File: src/rtl/fetch_redirect_unit.sv
// rtl/fetch_redirect_unit.sv - IF-stage fetch PC, imem handshake, one-word buffer and branch redirect.
// Optional FETCH_STATS_EN adds fetch_count/flush_count statistics outputs.
module fetch_redirect_unit #(
    parameter logic [31:0] RESET_PC = 32'h0000_0000
) (
    input  logic        clk,
    input  logic        rst,
    input  logic        stall,
    input  logic        br_valid,
    input  logic        br_taken,
    input  logic [31:0] br_target,
    output logic        imem_req,
    output logic [31:0] imem_addr,
    input  logic        imem_ack,
    input  logic [31:0] imem_rdata,
    output logic        if_valid,
    output logic [31:0] if_instr,
    output logic [31:0] if_pc4,
    output logic        if_flush
`ifdef FETCH_STATS_EN
    ,
    output logic [31:0] fetch_count,
    output logic [15:0] flush_count
`endif
);

    typedef enum logic [1:0] {
        IDLE  = 2'd0,
        FETCH = 2'd1,
        FULL  = 2'd2,
        DROP  = 2'd3
    } state_t;

    state_t      state;
    state_t      state_nxt;
    logic        consume;
    logic        redir;
    logic [31:0] pc;
    logic [31:0] tgt;
    logic [31:0] pc_plus4;

    // A stalled ID stage may be reading a hazarded comparator result, so branches are gated.
    assign consume   = if_valid & ~stall;
    assign redir     = br_valid & br_taken & ~stall;
    assign if_flush  = redir;
    assign pc_plus4  = pc + 32'd4;
    assign imem_addr = pc;

    always_ff @(posedge clk or posedge rst) begin
        if (rst) begin
            state <= IDLE;
        end else begin
            state <= state_nxt;
        end
    end

    always_comb begin
        state_nxt = state;
        case (state)
            IDLE:  state_nxt = FETCH;
            FETCH: begin
                if (imem_ack) begin
                    state_nxt = redir ? FETCH : FULL;
                end else if (redir) begin
                    state_nxt = DROP;
                end
            end
            FULL:  if (consume) state_nxt = FETCH;
            DROP:  if (imem_ack) state_nxt = FETCH;
            default: state_nxt = IDLE;
        endcase
    end

    always_comb begin
        imem_req = 1'b0;
        if ((state == FETCH) || (state == DROP)) begin
            imem_req = 1'b1;
        end
    end

    always_ff @(posedge clk or posedge rst) begin
        if (rst) begin
            pc       <= RESET_PC;
            tgt      <= 32'h0;
            if_valid <= 1'b0;
            if_instr <= 32'h0;
            if_pc4   <= 32'h0;
        end else begin
            case (state)
                IDLE: begin
                    if (redir) pc <= br_target;
                end
                FETCH: begin
                    if (imem_ack) begin
                        if (redir) begin
                            pc <= br_target;
                        end else begin
                            if_instr <= imem_rdata;
                            if_pc4   <= pc_plus4;
                            if_valid <= 1'b1;
                            pc       <= pc_plus4;
                        end
                    end else if (redir) begin
                        tgt <= br_target;
                    end
                end
                FULL: begin
                    if (consume) begin
                        if_valid <= 1'b0;
                        if (redir) pc <= br_target;
                    end
                end
                DROP: begin
                    // The wrong-path word is thrown away; the most recent redirect wins.
                    if (redir) tgt <= br_target;
                    if (imem_ack) pc <= redir ? br_target : tgt;
                end
                default: ;
            endcase
        end
    end

`ifdef FETCH_STATS_EN
    always_ff @(posedge clk or posedge rst) begin
        if (rst) begin
            fetch_count <= 32'h0;
            flush_count <= 16'h0;
        end else begin
            if (consume) fetch_count <= fetch_count + 32'd1;
            if (redir)   flush_count <= flush_count + 16'd1;
        end
    end
`endif

endmodule

File: config.mk
export PLATFORM = sky130hd
export DESIGN_NAME = fetch_redirect_unit
export DESIGN_NICKNAME = d
export VERILOG_FILES = /design/src/rtl/fetch_redirect_unit.sv
export SDC_FILE = /design/constraint.sdc
export NUM_CORES = 1
export LEC_CHECK = 0
export ABC_CLOCK_PERIOD_IN_PS = 12000
export CAP_MARGIN = 10
export CORE_ASPECT_RATIO = 0.7
export CORE_MARGIN = 2
export CORE_UTILIZATION = 47
export CTS_CLUSTER_DIAMETER = 100
export CTS_CLUSTER_SIZE = 16
export DETAILED_ROUTE_END_ITERATION = 12
export GPL_ROUTABILITY_DRIVEN = 0
export MAX_ROUTING_LAYER = met4
export PLACE_DENSITY = 0.81
export SETUP_SLACK_MARGIN = 0.15
export SYNTH_ARGS = -nofsm -noshare
export SYNTH_HDL_FRONTEND = slang
export SYNTH_SLANG_ARGS = --single-unit
File: constraint.sdc
create_clock -name clk -period 12 [get_ports clk]
set_clock_uncertainty 0.1 [all_clocks]
set_input_delay 2.4 -clock clk [delete_from_list [all_inputs] [get_ports clk]]
set_output_delay 2.4 -clock clk [all_outputs]
set_load 0.02 [all_outputs]
==> flow_metrics.tcl <==
set metrics [dict create \
    place_area_um2 8248 \
    fp-row-count 35 \
    relSlewSlack 0.3644 \
    layout.cells.non_filler 1038 \
    status "complete, no violations" \
    syn_avg_cell_area_um2 9.374 \
    antenna_found_initial 0 \
    synthAdderAreaFrac 0.001926 \
    rsz0062_at_grt "false" \
    max_freq_mhz 149.4 \
    path_common_cell "clkdlybuf4s50_1" \
    crit_path_max_incr_delay_ns 0.66 \
    drv_slew 0 \
    synth_edf_count 0 \
    grt_pass1_wl_um 28570 \
    rr_startpoint "state[0]" \
    hold_viol 0 \
    min-delay-start "if_instr[11]" \
    fin_nets 912 \
    wl_met3_um 1893 \
    io_buffers 168 \
    antenna_cells 0 \
    cts_inserted_buffers 17 \
    crit_fanout 36 \
    yosysUniqueCellTypes 67 \
    initial_utilization 0.4880 \
    die_area_um2 14790 \
    dr_wl_met2_um 8202 \
    final_area_um2 8885 \
    synth_top_family_by_area "simple AND/OR/NAND/NOR gates" \
    dp_hpwl_um 12960 \
    cp-start-kind "input pin" \
    fp.dieW_um 144.5 \
    vias_per_cell 5.660 \
    drive_above_1_share 0.1067 \
    hp-class "reg2reg" \
    cts_tree "done" \
    synth_area_leaders "dfrtp_1 50%, nand2_1 10%, mux2_2 5.7%" \
    cts_root_buffer "clkbuf_16" \
    grt_max_degree 78 \
    drt-met1-wl_um 8208 \
    hold_buffers 0 \
    ys_warn_count 0 \
    cpMaxStageDelayCell "clkdlybuf4s50_1" \
    tns_ns 0 \
    vdd_drop_max_mv 0.1677 \
    ant_nets 0 \
    path_cells "clkdlybuf4s50_1 -> nand3b_4 -> inv_2 -> clkdlybuf4s50_1" \
    worst-setup-path-type "in2out" \
    core_um2 13310 \
    cts.repair.resized 0 \
    die_h_um 102.4 \
    synth_xor_area_frac 0.03640 \
    cts_buffer_depth 2 \
    endpoint_kind "output pin" \
    cts_max_level 4 \
    synth-async-reset-ratio 1.000 \
    wire_per_inst_um 17.93 \
    ff2ff_setup_slack_ns 8.54 \
    routed.top_layer "met4" \
    vias 5875 \
    maxCapViolCount 0 \
    grt-ovfl-total 0 \
    p_leak_nw 3.800 \
    ys.flop_type "dfrtp_1" \
    synth_compound_area_frac 0.1335 \
    yosys.area_share.simple 0.2253 \
    crit_arrival_ns 4.19 \
    grt.total_usage 0.2623 \
    yosys.area.top_type_share 0.5046 \
    crit_path_start "stall" \
    power_density_nw_per_um2 302.9 \
    period_minus_slack_ns 6.693 \
    cts.sinks 131 \
    drt-total-wl_um 18610 \
    grt_pass1_vias 5509 \
    ios 169 \
    drt_iter0_drc 591 \
    fin_util 0.6674 \
    drc 0 \
    worstPathRequired_ns 9.50 \
    clk_pin_slew_ns 0.06 \
    fin_crit_sh 0.5577 \
    synth_nets 764 \
    clk_latency_ns 0.42 \
    syn-cell-area_um2 6496 \
    synth_cells 693 \
    postCtsSetupRepairBufs 0 \
    synth.area.mux_share 0.06029 \
    synth_top_area_cell "dfrtp_1" \
    ys_seq_elements 131 \
    placed_cells 1007 \
    setup_violations 0 \
    synth_most_common_cell "nand2_1" \
    synth_commonest_cells "177 x nand2_1, 131 x dfrtp_1, 50 x o21ai_0, 37 x nor2_1, 33 x mux2_2" \
    drt_first_pass_iters 5 \
    max_slew.worst_pin.slew_ns 0.9534 \
    ys_seq_area_frac 0.5046 \
    synthToLayoutAreaGrowth_pct 36.77 \
]
==> state kept, by name, indices dropped and copies added, names as in the netlist <==
signal,count
if_pc4,32
state,2
if_instr,32
if_valid,1
tgt,32
imem_addr,32
==> area by class of cell <==
class | count | area (µm²)
Clock buffer | 17 | 425.4
Clock inverter | 14 | 211.5
Fill cell | 1054 | 4428
Inverter | 8 | 32.53
Multi-Input combinational cell | 508 | 2972
Sequential cell | 131 | 3278
Tap cell | 185 | 231.5
Timing Repair Buffer | 175 | 1734
==> critical path, delay by kind of cell <==
kind                   cells  cell delay (ns)
buffers and inverters      3             1.37
AND/OR/NAND/NOR            1             0.41
==> cell families (layout without fill, tap and decap cells) <==
group | count (synthesis) | in the layout
simple gates | 306 | 306
compound gates | 139 | 139
flops | 131 | 131
buf+inv | 54 | 214
mux | 35 | 35
xor+xnor | 27 | 27
fa+ha+maj | 1 | 1
==> cell usage in the layout (no fill, tap or decap), types with 5 or more instances in the layout <==
master | netlist | routed
clkbuf_16 | 0 | 17
nand3_1 | 24 | 24
a31oi_1 | 12 | 12
nor3_1 | 6 | 6
mux2_2 | 33 | 33
o22ai_1 | 9 | 9
a21oi_1 | 22 | 22
xnor2_1 | 17 | 17
a211oi_1 | 7 | 7
inv_1 | 7 | 6
o21ai_0 | 50 | 50
buf_4 | 3 | 7
and3_1 | 10 | 10
clkdlybuf4s50_1 | 0 | 168
xor2_1 | 10 | 10
bufinv_16 | 0 | 5
dfrtp_1 | 131 | 131
nor4_1 | 5 | 5
nand4_1 | 11 | 11
nor2_1 | 37 | 37
nand2_1 | 177 | 177
==> stage by stage <==
step	worst slack [ns]	hold WS, ns	total power, mW
CTS	5.318	0.3762	2.689
global route	5.221	0.3946	2.846
global placement	5.375	0.3569	2.062
finish	5.307	0.3701	2.692
floorplan	6.002	0.3627	1.593
detailed placement	5.334	0.3611	2.118
==> path summary, 6_finish.rpt <==
kind,endpoint,cells after the start
setup / recovery,if_flush,4
hold / removal,if_instr[11],2
setup reg to reg,imem_addr[20],6
hold reg to reg,if_instr[11],2
max in group asynchronous,if_instr[18],3
min in group asynchronous,if_instr[7],2
==> per-layer routing <==
metal  GRT usage  vias to the layer above
met2      0.3781                      340
met1      0.3570                     2796
li1            -                     2707
met5           -                        -
met3     0.07216                       32
met4     0.09485                        0
==> power by group <==
part	leakage, nW	total (mW)	switching, mW	internal, mW
registers	1.59	0.869	0.207	0.661
clock network	0.309	0.562	0.195	0.367
logic	1.90	1.26	0.705	0.556
total	3.80	2.69	1.11	1.58
No activity file was read; power rests on OpenSTA's default activity.
